### src/rtl/cpu_bus_ctrl.sv
// CPU-to-narrow-bus bridge: splits byte/half/word requests into BUS_W beats; 4 cycles single beat, +2 per extra beat plus waits.
// Backpressure: o_req_ready only in IDLE, bus waits on i_bus_data_ready, no response stall; BUS_TIMEOUT_EN adds a WAIT abort.
module cpu_bus_ctrl #(
  parameter int ADDR_W      = 32,
  parameter int DATA_W      = 32,
  parameter int BUS_W       = 8,
  parameter int TIMEOUT_CYC = 255
) (
  input  logic              i_cpu_clk,
  input  logic              i_rst_n,
  input  logic              i_req_valid,
  output logic              o_req_ready,
  input  logic              i_req_we,
  input  logic [ADDR_W-1:0] i_req_addr,
  input  logic [DATA_W-1:0] i_req_wdata,
  input  logic [1:0]        i_req_size,
  output logic              o_rsp_valid,
  output logic [DATA_W-1:0] o_rsp_rdata,
  output logic              o_rsp_err,
  output logic              o_bus_clk,
  output logic              o_bus_we,
  output logic [ADDR_W-1:0] o_bus_addr,
  output logic [BUS_W-1:0]  o_bus_data,
  input  logic [BUS_W-1:0]  i_bus_data,
  input  logic              i_bus_data_ready,
  output logic              o_busy
);

  localparam int BEAT_BYTES = BUS_W / 8;
  localparam int BEAT_SHIFT = $clog2(BEAT_BYTES);
  localparam int DATA_BYTES = DATA_W / 8;

  typedef enum logic [1:0] {IDLE, ADDR, WAIT, RESP} state_t;

  state_t            state;
  logic              we;
  logic [ADDR_W-1:0] base;
  logic [DATA_W-1:0] wdata;
  logic [1:0]        size;
  logic [2:0]        beats;
  logic [1:0]        beat;
  logic [DATA_W-1:0] acc;

`ifdef BUS_TIMEOUT_EN
  localparam int TMO_W = $clog2(TIMEOUT_CYC + 1);
  logic [TMO_W-1:0]  tmo_cnt;
`endif

  logic [3:0]        req_bytes;
  logic              req_err;
  logic [2:0]        req_beats;
  logic [1:0]        beat_nxt;
  logic              last;
  logic [ADDR_W-1:0] addr_nxt;
  logic [BUS_W-1:0]  lane_first;
  logic [BUS_W-1:0]  lane_nxt;
  logic [DATA_W-1:0] acc_nxt;
  logic [DATA_W-1:0] rsp_mask;

  always_comb begin
    req_bytes  = 4'd1 << i_req_size;
    req_err    = (i_req_size == 2'd3) || (req_bytes > 4'(DATA_BYTES));
    req_beats  = 3'(req_bytes >> BEAT_SHIFT);
    if (req_beats == 3'd0) req_beats = 3'd1;
    beat_nxt   = beat + 2'd1;
    last       = (({1'b0, beat} + 3'd1) == beats);
    // Sum is truncated to ADDR_W, so a transfer crossing the top of memory wraps to 0.
    addr_nxt   = base + (ADDR_W'(beat_nxt) << BEAT_SHIFT);
    lane_first = BUS_W'(i_req_wdata);
    lane_nxt   = BUS_W'(wdata >> (int'(beat_nxt) * BUS_W));
    acc_nxt    = acc | (DATA_W'(i_bus_data) << (int'(beat) * BUS_W));
    rsp_mask   = '1;
    if (size == 2'd0)      rsp_mask = DATA_W'(8'hFF);
    else if (size == 2'd1) rsp_mask = DATA_W'(16'hFFFF);
  end

  always_ff @(posedge i_cpu_clk or negedge i_rst_n) begin
    if (!i_rst_n) begin
      state       <= IDLE;
      o_req_ready <= 1'b1;
      o_rsp_valid <= 1'b0;
      o_rsp_rdata <= '0;
      o_rsp_err   <= 1'b0;
      o_bus_clk   <= 1'b0;
      o_bus_we    <= 1'b0;
      o_bus_addr  <= '0;
      o_bus_data  <= '0;
      o_busy      <= 1'b0;
      we          <= 1'b0;
      base        <= '0;
      wdata       <= '0;
      size        <= '0;
      beats       <= '0;
      beat        <= '0;
      acc         <= '0;
`ifdef BUS_TIMEOUT_EN
      tmo_cnt     <= '0;
`endif
    end else begin
      case (state)
        IDLE: begin
          if (i_req_valid && o_req_ready) begin
            we          <= i_req_we;
            base        <= i_req_addr;
            wdata       <= i_req_wdata;
            size        <= i_req_size;
            beats       <= req_beats;
            beat        <= '0;
            acc         <= '0;
            o_req_ready <= 1'b0;
            o_busy      <= 1'b1;
`ifdef BUS_TIMEOUT_EN
            tmo_cnt     <= '0;
`endif
            if (req_err) begin
              state       <= RESP;
              o_rsp_valid <= 1'b1;
              o_rsp_err   <= 1'b1;
              o_rsp_rdata <= '0;
            end else begin
              // Address and data set up a cycle before the strobe rises.
              state      <= ADDR;
              o_bus_addr <= i_req_addr;
              o_bus_we   <= i_req_we;
              o_bus_data <= i_req_we ? lane_first : '0;
            end
          end
        end

        ADDR: begin
          o_bus_clk <= 1'b1;
          state     <= WAIT;
        end

        WAIT: begin
          if (i_bus_data_ready) begin
            o_bus_clk <= 1'b0;
            if (!we) acc <= acc_nxt;
            if (last) begin
              state       <= RESP;
              o_rsp_valid <= 1'b1;
              o_rsp_err   <= 1'b0;
              o_rsp_rdata <= we ? '0 : (acc_nxt & rsp_mask);
            end else begin
              state      <= ADDR;
              beat       <= beat_nxt;
              o_bus_addr <= addr_nxt;
              o_bus_data <= we ? lane_nxt : '0;
`ifdef BUS_TIMEOUT_EN
              tmo_cnt    <= '0;
`endif
            end
          end else begin
`ifdef BUS_TIMEOUT_EN
            if (tmo_cnt == TMO_W'(TIMEOUT_CYC - 1)) begin
              o_bus_clk   <= 1'b0;
              state       <= RESP;
              o_rsp_valid <= 1'b1;
              o_rsp_err   <= 1'b1;
              o_rsp_rdata <= '0;
            end else begin
              tmo_cnt <= tmo_cnt + TMO_W'(1);
            end
`else
            o_bus_clk <= 1'b1;
`endif
          end
        end

        RESP: begin
          o_rsp_valid <= 1'b0;
          o_req_ready <= 1'b1;
          o_busy      <= 1'b0;
          state       <= IDLE;
        end

        default: state <= IDLE;
      endcase
    end
  end

endmodule
### config.mk
export PLATFORM = sky130hd
export DESIGN_NAME = cpu_bus_ctrl
export DESIGN_NICKNAME = d
export VERILOG_FILES = /design/src/rtl/cpu_bus_ctrl.sv
export SDC_FILE = /design/constraint.sdc
export NUM_CORES = 1
export LEC_CHECK = 0
export ABC_AREA = 0
export CORE_AREA = 2 2 187 189
export CTS_CLUSTER_DIAMETER = 80
export DETAILED_ROUTE_END_ITERATION = 12
export DIE_AREA = 0 0 189 191
export GPL_TIMING_DRIVEN = 0
export PLACE_DENSITY = 0.44
export RECOVER_POWER = 100
export SYNTH_ARGS = -nofsm -noshare
export SYNTH_HDL_FRONTEND = slang
export SYNTH_SLANG_ARGS = --single-unit
### constraint.sdc
create_clock -name i_cpu_clk -period 2.9 [get_ports i_cpu_clk]
set_input_delay 0.87 -clock i_cpu_clk [delete_from_list [all_inputs] [get_ports i_cpu_clk]]
set_output_delay 0.87 -clock i_cpu_clk [all_outputs]
set_load 0.05 [all_outputs]
; Yosys cells after proc, flatten, opt, wreduce, memory -nomap -nowiden
; Index checks and enable logic that the tools add are counted.
; Widths: inputs -> output; s select.
[op_classes]
bitwise_logic = 3
n_reduce_logical = 18
eq_ne = 13
order_cmp = 1
muxes = 48
n_addsub = 3
shift = 3
[ops]
columns = cell, count
row1 = $mux 32, 14
row2 = $pmux 32 s2, 3
row3 = $mux 8, 6
row4 = $add 32x2->32, 1
row5 = $and 32x32->32, 1
row6 = $or 32x32->32, 1
row7 = $shl 8x5->32, 1
row8 = $shr 32x5->8, 1
row9 = $pmux 8 s2, 1
row10 = $reduce_and 5->1, 3
row11 = $mux 2, 7
row12 = $ne 2x2->1 const B, 7
row13 = $mux 1, 9
row14 = $pmux 1 s2, 4
row15 = $pmux 2 s4, 1
row16 = $reduce_and 4->1, 2
row17 = $eq 2x2->1 const B, 3
row18 = $reduce_and 2->1, 3
row19 = $reduce_bool 2->1, 3
row20 = $eq 2x1->1 const B, 2
row21 = $gt 4x3->1 const B, 1
row22 = $logic_not 2->1, 2
row23 = $pmux 2 s2, 1
row24 = $shl 1x2->4 const A, 1
row25 = 11 further kinds, 11
[totals]
out_inout_bits = 78
reg_bits = 184

; Logic depth before layout (Yosys ltp)
; Gate-level depths: netlist of the first run.
[logic_depth]
depth_word = 8
ltp_mapped = 10
depth_no_buf = 8

; Least setup slack after synthesis of the first run
; Ideal clock, no wire load.
[synth_path]
path_kind = flip-flop to flip-flop
from = register beat[0]
to = register o_bus_addr[18]
required_time_ns = 2.835
setup_time_ns = 0.065
setup_slack_ns = 0.208
t_arrival_ns = 2.628
n_path_buf = 2
stages_incl_launch_ff = 11
path_cell_list = dfrtp_1 buf_2 buf_2 inv_1 ha_1 fa_1 nand4_1 or4_4 or3_1 a311oi_1 a21o_1
[synth_between]
elab_chain_len = 5
word_cells_on_any_way = 9
classes_between = 3 x add/sub / 2 x eq/ne / 3 x mux / 1 x reduce/logical
[synth_lines]
columns = element, line_no
row1 = from (decl), 41  ; logic [1:0] beat;
row2 = from (signal assigned), 146  ; beat <= beat_nxt;
row3 = $add 2x1->2, 65  ; beat_nxt = beat + 2'd1;
row4 = $add 32x2->32, 68  ; addr_nxt = base + (ADDR_W'(beat_nxt) << BEAT_SHIFT);
row5 = $mux 32, 139  ; if (last) begin
row6 = $mux 32, 136  ; if (i_bus_data_ready) begin
row7 = $pmux 32 s2, 100  ; case (state)
row8 = to (signal assigned), 123  ; o_bus_addr <= i_req_addr;
row9 = to (signal assigned), 147  ; o_bus_addr <= addr_nxt;
row10 = to (decl), 22  ; output logic [ADDR_W-1:0] o_bus_addr,
; Several ways; a longest one is shown, not always the timed one. The select of a mux whose other input is x is not followed.
; A chain may end at the register's enable or synchronous reset.

; Worst setup path after layout of the first run
[layout_path]
from = register o_req_ready
to = output port o_req_ready
[layout_lines]
columns = element, line_no
row1 = from (decl), 12  ; output logic o_req_ready,
row2 = from (signal assigned), 80  ; o_req_ready <= 1'b1;
row3 = from (signal assigned), 110  ; o_req_ready <= 1'b0;
row4 = from (signal assigned), 172  ; o_req_ready <= 1'b1;
; No word-level cell between the ends.

==> impl_metrics.yaml, run 1 <==
layout:
  syn2layout_area_growth_pct: 33.6
  drive_gt1_share_pct: 16.6
  instances_no_fill: 1382
  ff_latch_area_sq_um: 4610
  final_common_cell: "dfrtp_1"
  n_fill_cell: 3475
  nets: 1004
  most-common-layout-cells: "dfrtp_1 (183), dlygate4sd3_1 (78), a21oi_1 (70), mux2_2 (69), clkdlybuf4s50_1 (69)"
  multi_input_area_sq_um: 3700
cts:
  cts_made_buffers: 17
  htreeDepth: 4
  clockBufferDepth: 2
  tritoncts: "yes"
  clockRootBuffer: "clkbuf_16"
  clk_latency_ns: 0.44
  cts_sinks: 184
  clkSlewWorstSetupHoldPaths_ns: 0.08
drt:
  drtPass1Iterations: 4
  drtAntennaViolNets: 0
  drc: 0
  routed_wl_microns: 25800
  viasPerCell: 4.57
  vias: 6313
  avgRoutedWirePerCell_microns: 18.7
  drtIter0Drc: 344
die:
  initial_core_util_pct: 24.7
  die_area_sq_um: 36100
  io_pins: 157
  core_sq_um: 34100
  die_w_microns: 189
  die_h_microns: 191
  placementRows: 68
sta:
  slew_viol_final: 79
  fin_crit_ns: 2.77
  max_freq_mhz: 361
  finClkSkew_ns: 0.0124
  setup_viol: 0
  rsz0062_at_grt: "no"
  fin_ws_ns: 0.134
  tightestPinTransition_ns: 2.14
  final.period_utilization_pct: 95.4
  relSlewSlack_pct: -42.4
  finalHoldViolCount: 0
global_routing:
  grt_pass1_vias: 6607
  overflow: 0
  antenna_found_initial: 1
  track_usage_pct: 14.7
  grt_start_max_net_pins: 107
  grt_pass1_wl_microns: 40300
power_and_ir_drop:
  p_leak_uw: 0.00476
  pwr-share-seq_pct: 34.2
  cellPowerDensity_nw_per_um2: 1130
  comb_power_share_pct: 46.1
  power.switching_uw: 5580
  p_int_uw: 7210
  peakVddDrop_uv: 603
  sw_frac_of_total_pct: 43.6
  p_clk_share_pct: 19.6
synth:
  synth-edff-count: 0
  syn_avg_cell_area_sq_um: 11.4
  syn_area_sq_um: 8440
  synthDistinctLibCells: 54
  synth-main-ff-cell: "dfrtp_1"
  synth.area.top_cells: "dfrtp_1 (54%), mux2_2 (9.2%), a21oi_1 (4.2%), o2bb2ai_1 (3.3%), o21ai_0 (2.5%)"
  syn_inst: 742
  synth_top_area_cell: "dfrtp_1"
  ys_seq_area_share_pct: 54.6
  synth_top_area_share_pct: 54.3
  ys_async_sr_fraction_pct: 100
  synth-seq-cells: 184
  synth.net_count: 833
  yosysWarnings: 0
worst_setup_path:
  crit_path_max_fanout: 8
  crit_buf_inv: 1
  endpoint_kind: "output pin"
  startpoint_type: "flop"
  crit_family: "buffers and inverters"
  path_cells: "clkdlybuf4s50_1"
  critPathSlowestCell: "clkdlybuf4s50_1"
  critPathKind: "reg2out"
  critPathMaxStageDelay_ns: 0.86
  cp.required_ns: 2.03
  arrival_ns: 1.90
run_status:
  violations: "max-capacitance violations, max-slew violations"
  status: "finished with violations"
flow_run:
  drv_cap: 1
place:
  port_buffers: 148
  dp_slack_ns: -1.05
  post-dp-hpwl_microns: 18600
  gp_congestion: 0.805
  placedCellCount: 1346
hold_path:
  worstHoldPathType: "reg2reg"
==> timing repair <==
item	4_1_cts	5_1_grt
gates resized for setup	13	21
setup buffers	2	2
hold buffers	0	0
setup endpoints to repair	52	121
pin swaps	1	1
==> area by class of cell <==
type / count / area share (%)
Sequential cell: 184 / 40.9
Inverter: 11 / 0.400
Clock inverter: 13 / 1.62
Antenna cell: 1 / 0.0222
Tap cell: 455 / 5.05
Multi-Input combinational cell: 501 / 32.8
Buffer: 45 / 1.79
Clock buffer: 19 / 3.84
Timing Repair Buffer: 153 / 13.6
==> metal layers <==
layer	wire, microns	global-route usage [%]	up-vias
li1	-	-	3048
met1	12200	20.0	3128
met2	12300	23.6	115
met3	999	3.14	22
met4	357	4.33	0
met5	0	0	-
==> registers in the layout, indices dropped and copies added (netlist names) <==
name	flops
state	2
size	2
o_rsp_rdata	32
beats	3
o_bus_clk	1
o_rsp_err	1
o_bus_addr	32
o_bus_data	8
base	32
o_bus_we	1
o_rsp_valid	1
o_req_ready	1
we	1
o_busy	1
wdata	32
acc	32
beat	2
==> per-stage QoR <==
step,instance area [sq um],hold slack [ns],TNS (ns),utilization [%],power (uW)
CTS,11200,0.437,0,32.8,13000
global route,11300,0.494,0,33.0,13700
floorplan,8440,0.450,0,-,8280
finish,11300,0.476,0,33.0,12800
detailed placement,10500,0.465,-53.77,30.8,10400
global placement,10500,0.462,-1426.35,30.7,10400
==> cells in the mapped netlist, drive strengths merged (2+ instances only) <==
cell type	number
nand2	48
a21oi	70
or2	2
and3	8
nor4	6
a22oi	9
and4	3
a211oi	4
clkbuf	38
ha	11
nor2b	6
nor2	52
nand3	14
a31oi	6
o21ai	43
dfrtp	183
a21o	3
o2bb2ai	32
or3	2
o31ai	2
nor3	7
a32oi	8
xnor2	14
nand2b	6
o41ai	2
mux4	8
and2	2
nand4b	2
a21boi	2
inv	11
xor2	16
mux2i	9
mux2	69
nand4	10
o211ai	7
or4	2
nand3b	9
buf	8
==> final timing paths <==
kind,cells after the start,slack (ns),from,to
worst max register to register,9,0.20,beat[0],o_bus_addr[18]
max in group asynchronous,2,0.47,i_rst_n,o_rsp_rdata[17]
worst min-delay path,1,0.48,o_bus_addr[18],o_bus_addr[18]
worst max-delay path,1,0.13,o_req_ready,o_req_ready
min in group asynchronous,1,1.05,i_rst_n,o_bus_addr[7]
worst min register to register,1,0.48,o_bus_addr[18],o_bus_addr[18]
==> cell families after synthesis <==
group / count (synthesis) / share of synthesized area (%)
simple gates: 181 / 10.9
xor+xnor: 30 / 3.11
fa+ha+maj: 12 / 1.87
mux: 86 / 12.4
flops: 184 / 54.6
buf+inv: 57 / 2.73
compound gates: 192 / 14.4
==> power groups by stage <==
stage / clock network, uW / registers, uW / logic (uW)
floorplan: 0 / 5540 / 2750
global placement: 0 / 4430 / 5920
detailed placement: 0 / 4440 / 5960
CTS: 2590 / 4400 / 6060
global route: 2700 / 4540 / 6440
finish: 2510 / 4380 / 5900
(Power assumes the default switching activity.)
==> run 2: changes to the inputs <==
Settings changed: SKIP_CTS_REPAIR_TIMING set to 1.
==> run 2 against run 1 <==
The flow finishes with violations (max-slew violations). Die area unchanged. Clock power about the same. Largest power group unchanged. Combinational power increased by 1%. Sequential share of layout area decreased by 0.088 points. Critical endpoint unchanged.
==> impl_metrics.yaml, run 2 (same netlist as run 1, synthesis figures left out) <==
worst_setup_path:
  path_cells: "clkdlybuf4s50_1"
  crit_buf_inv: 1
  reg2regPathDepth: 8
  cp.required_ns: 2.03
  critPathKind: "reg2out"
  critPathMaxStageDelay_ns: 0.86
  critPathSlowestCell: "clkdlybuf4s50_1"
  cp.depth: 1
  startpoint_type: "flop"
  crit_family: "buffers and inverters"
  endpoint_kind: "output pin"
  arrival_ns: 1.90
  crit_path_max_fanout: 8
sta:
  setup_viol: 0
  tightestPinTransition_ns: 1.53
  final.period_utilization_pct: 95.4
  setup_tns_ns: 0
  slew_viol_final: 106
  finClkSkew_ns: 0.0115
  max_freq_mhz: 361
  relSlewSlack_pct: -1.84
  fin_crit_ns: 2.77
  finalHoldViolCount: 0
power_and_ir_drop:
  p_leak_uw: 0.00477
  peakVddDrop_uv: 603
  cellPowerDensity_nw_per_um2: 1140
die:
  io_pins: 157
  die_area_sq_um: 36100
  core_sq_um: 34100
  placementRows: 68
  initial_core_util_pct: 24.7
  die_w_microns: 189
  die_h_microns: 191
place:
  gp_congestion: 0.805
  port_buffers: 148
  post-dp-hpwl_microns: 18600
layout:
  syn2layout_area_growth_pct: 34.0
  nets: 1009
  final_util_pct: 33.1
  drive_gt1_share_pct: 17.5
  final_common_cell: "dfrtp_1"
  n_fill_cell: 3479
  most-common-layout-cells: "dfrtp_1 (182), dlygate4sd3_1 (78), a21oi_1 (70), mux2_2 (69), clkdlybuf4s50_1 (69)"
drt:
  drc: 0
  viasPerCell: 4.61
  avgRoutedWirePerCell_microns: 18.7
  drtIter0Drc: 361
  drtAntennaViolNets: 0
  drtPass1Iterations: 4
  vias: 6393
  routed_wl_microns: 26000
global_routing:
  overflow: 0
  grt_pass1_vias: 6604
  track_usage_pct: 14.7
  antenna_found_initial: 1
  grt_start_max_net_pins: 107
  grt_pass1_wl_microns: 40200
cts:
  clkSlewWorstSetupHoldPaths_ns: 0.07
  clockBufferDepth: 2
  cts_made_buffers: 17
  clk_latency_ns: 0.44
  tritoncts: "yes"
  htreeDepth: 4
  clockRootBuffer: "clkbuf_16"
  cts_sinks: 184
run_status:
  violations: "max-slew violations"
  status: "finished with violations"
hold_path:
  worstHoldPathType: "in2async"
flow_run:
  drv_cap: 0
## run 2: cell types whose count changed in the layout (fill, tap and decap cells not counted), sizes merged
cell | previous run | this run
buf | 11 | 18
clkbuf | 59 | 57
## run 2: per-layer routing
metal	track usage, %	up-vias	part of all wire (%)	wire length [microns]
li1	-	3058	-	-
met3	3.12	25	3.7	974
met2	23.6	141	48	12400
met4	4.27	0	1.6	409
met5	0	-	0	0
met1	20.0	3169	47	12200
## run 2: area by class of cell
class | instances | area, sq um | area share (%)
plain buffers | 46 | 219 | 1.94
flip-flops and latches | 184 | 4610 | 40.8
diodes | 1 | 2.50 | 0.0221
repair buffers | 157 | 1550 | 13.8
inverters | 11 | 45.0 | 0.399
clock inverters | 13 | 183 | 1.62
multi-input cells | 501 | 3690 | 32.6
clock buffers | 19 | 433 | 3.83
well taps | 455 | 569 | 5.04
## run 2: power by group
| group | switching (uW) | internal, uW | total (uW) | leakage, uW |
|---|---|---|---|---|
| sequential | 746 | 3630 | 4380 | 0.00232 |
| clock | 1120 | 1390 | 2510 | 0.000301 |
| combinational | 3720 | 2240 | 5960 | 0.00216 |
## run 2: final timing paths
| check | slack, ns | endpoint | startpoint |
|---|---|---|---|
| hold reg to reg | 0.48 | o_bus_addr[18] | o_bus_addr[18] |
| hold / removal | 0.39 | o_bus_addr[7] | i_rst_n |
| setup reg to reg | 0.14 | o_bus_addr[18] | beat[1] |
| min in group i_cpu_clk | 0.48 | o_bus_addr[18] | o_bus_addr[18] |
| setup / recovery | 0.13 | o_req_ready | o_req_ready |
| max in group asynchronous | 0.51 | o_rsp_rdata[17] | i_rst_n |
## run 2: metrics by stage
stage	hold slack, ns	instances	area, sq um	worst slack [ns]	power (uW)
after floorplan	0.450	742	8440	0.208	8280
after global placement	0.462	1345	10500	-7.51	10400
after detailed placement	0.465	1346	10500	-1.05	10400
after CTS	0.437	1378	11100	-0.712	13000
after global routing	0.452	1386	11300	-0.00406	13700
final	0.394	1387	11300	0.132	12800
==> run 3: changes to the inputs <==
Settings changed: ABC_AREA 0 to 1, CORE_AREA 2 2 187 189 to 2 2 196 198, CTS_CLUSTER_DIAMETER 80 to not set, DIE_AREA 0 0 189 191 to 0 0 198 200.
==> run 3 against run 2 <==
The flow finishes with violations (max-capacitance violations, max-slew violations). Via count rose by 35%. Critical endpoint is now wdata[30]. Register-to-register slack improved by 0.06 ns. Routed wire length rose by 24%. Maximum frequency rose by 0.46%. Combinational power rose by 19%. Sequential cell count did not move. Sequential share of layout area fell by 2.7 points. Largest power group unchanged.
==> impl_metrics.yaml, run 3 <==
global_routing:
  met2_usage_pct: 25.8
  track_usage_pct: 16.9
  grt_pass1_wl_microns: 50200
  grt_start_max_net_pins: 109
  met1_usage_pct: 24.1
  antenna_found_initial: 2
  gr-max-usage-layer: "met2"
  overflow: 0
  use_met3_pct: 3.19
  grt_pass1_vias: 8592
worst_setup_path:
  arrival_ns: 3.13
  crit_path_max_fanout: 10
  path_cells: "clkdlybuf4s50_1 > nand2_1 > nor2_1 > inv_1 > clkbuf_1 > clkbuf_1 > nand2_1 > nand2_1"
  startpoint_type: "primary input"
  cp_common_cell: "nand2_1"
  critPathKind: "in2reg"
  critPathMaxStageDelay_ns: 0.74
  cp.required_ns: 3.28
  endpoint_kind: "flop"
  critPathSlowestCell: "clkbuf_1"
sta:
  setup_tns_ns: 0
  final.period_utilization_pct: 95.0
  finClkSkew_ns: 0.00997
  slew_viol_final: 77
  max_freq_mhz: 363
  fin_crit_ns: 2.76
  rsz0062_at_grt: "no"
  relSlewSlack_pct: -37.5
  finalHoldViolCount: 0
  tightestPinTransition_ns: 2.06
  setup_viol: 0
drt:
  avgRoutedWirePerCell_microns: 16.4
  drtAntennaViolNets: 0
  drtPass1Iterations: 5
  drc: 0
  vias: 8623
  routed_wl_microns: 32200
  drtIter0Drc: 558
  viasPerCell: 4.39
run_status:
  violations: "max-capacitance violations, max-slew violations"
  status: "finished with violations"
synth:
  synth-main-ff-cell: "dfrtp_1"
  synth_common_cells: "nand2_1 (514), dfrtp_1 (183), nor2_1 (176)"
  syn_area_sq_um: 9300
  synth_top_area_cell: "dfrtp_1"
  ys_async_sr_fraction_pct: 100
  synth.net_count: 1355
  synth.area.top_cells: "dfrtp_1 (49%), nand2_1 (21%), nor2_1 (7.1%), o21ai_0 (6.6%), nand3_1 (2.7%)"
  synthDistinctLibCells: 33
  yosysWarnings: 0
  syn_avg_cell_area_sq_um: 7.35
  synth_top_area_share_pct: 49.3
  synth-seq-cells: 184
  syn_inst: 1264
  ys_seq_area_share_pct: 49.5
  yosysMostFrequentCell: "nand2_1"
  synth-edff-count: 0
die:
  placementRows: 71
  die_h_microns: 200
  core_sq_um: 37400
  io_pins: 157
  die_w_microns: 198
  initial_core_util_pct: 24.9
  die_area_sq_um: 39600
layout:
  instances_no_fill: 1965
  final_util_pct: 32.4
  most-common-layout-cells: "nand2_1 (514), dfrtp_1 (183), nor2_1 (173), o21ai_0 (121), dlygate4sd3_1 (78)"
  syn2layout_area_growth_pct: 30.3
  final_common_cell: "nand2_1"
  drive_gt1_share_pct: 5.24
  nets: 1530
cts:
  clkSlewWorstSetupHoldPaths_ns: 0.07
  tritoncts: "yes"
  cts_made_buffers: 17
  htreeDepth: 4
  cts_sinks: 184
  clk_latency_ns: 0.45
  clockRootBuffer: "clkbuf_16"
  clockBufferDepth: 2
place:
  post-dp-hpwl_microns: 24100
  placedCellCount: 1931
  port_buffers: 155
  gp_congestion: 0.883
power_and_ir_drop:
  p_leak_uw: 0.00569
  peakVddDrop_uv: 517
  cellPowerDensity_nw_per_um2: 1160
hold_path:
  worstHoldPathType: "reg2reg"
flow_run:
  drv_cap: 1
-- run 3: cell count changes after synthesis, moves of 43 or more --
cell	delta
a21oi_1	-43
inv_1	+50
mux2_2	-69
nand2_1	+466
nor2_1	+124
o21ai_0	+81
-- run 3: worst max-delay path: cells and delay by family --
| kind | cells | cell delay (ns) |
|---|---|---|
| buffers and inverters | 4 | 1.78 |
| AND/OR/NAND/NOR | 4 | 0.48 |
-- run 3: power by group --
group / total (uW) / internal (uW) / leakage, uW / switching (uW)
Sequential: 4450 / 3730 / 0.00233 / 724
Clock: 2480 / 1400 / 0.000282 / 1080
Combinational: 7120 / 2160 / 0.00308 / 4960
-- run 3: layer usage --
metal	routed length, microns	part of all wire [%]	up-vias
met4	456	1.4	0
met2	14200	44	215
met5	0	0	-
li1	-	-	4340
met3	1470	4.6	20
met1	16100	50	4048
-- run 3: cell families (layout without fill, tap and decap cells) --
group	after synthesis	in the layout	synth area share, %
AO/OA/AOI/OAI	174	174	9.93
XOR/XNOR	4	4	0.377
adder cells (fa/ha/maj)	12	12	1.70
buffers and inverters	128	315	6.10
flip-flops	184	184	49.5
other	0	3	0
AND/OR/NAND/NOR	762	762	32.4
-- run 3: final timing paths --
check                                 start               to  slack (ns)  cells after the start
worst max-delay path            i_req_valid        wdata[30]        0.14                      8
worst min-delay path              wdata[24]        wdata[24]        0.47                      2
worst max register to register      beat[0]   o_bus_addr[11]        0.20                      9
worst min register to register    wdata[24]        wdata[24]        0.47                      2
max in group asynchronous           i_rst_n  o_rsp_rdata[19]        0.46                      2
min in group asynchronous           i_rst_n   o_bus_addr[11]        0.97                      1
-- run 3: per-stage QoR --
stage          power, uW  instance area (sq um)  setup WS, ns  hold WS, ns
5_1_grt            15200                  12100       0.00279        0.498
6_report           14100                  12100         0.145        0.474
3_3_place_gp       11800                  11500         -7.58        0.454
2_1_floorplan       9320                   9300         0.612        0.437
4_1_cts            14400                  12100        -0.232        0.414
3_5_place_dp       11900                  11500        -0.293        0.459
-- run 3: final cells by class --
type                            instances  area [sq um]
Antenna cell                            3          7.51
Buffer                                 62           302
Inverter                               66           250
Clock inverter                         10           143
Fill cell                            4071         25300
Multi-Input combinational cell        952          4140
Sequential cell                       184          4610
Clock buffer                           21           460
Timing Repair Buffer                  156          1570
Tap cell                              511           639
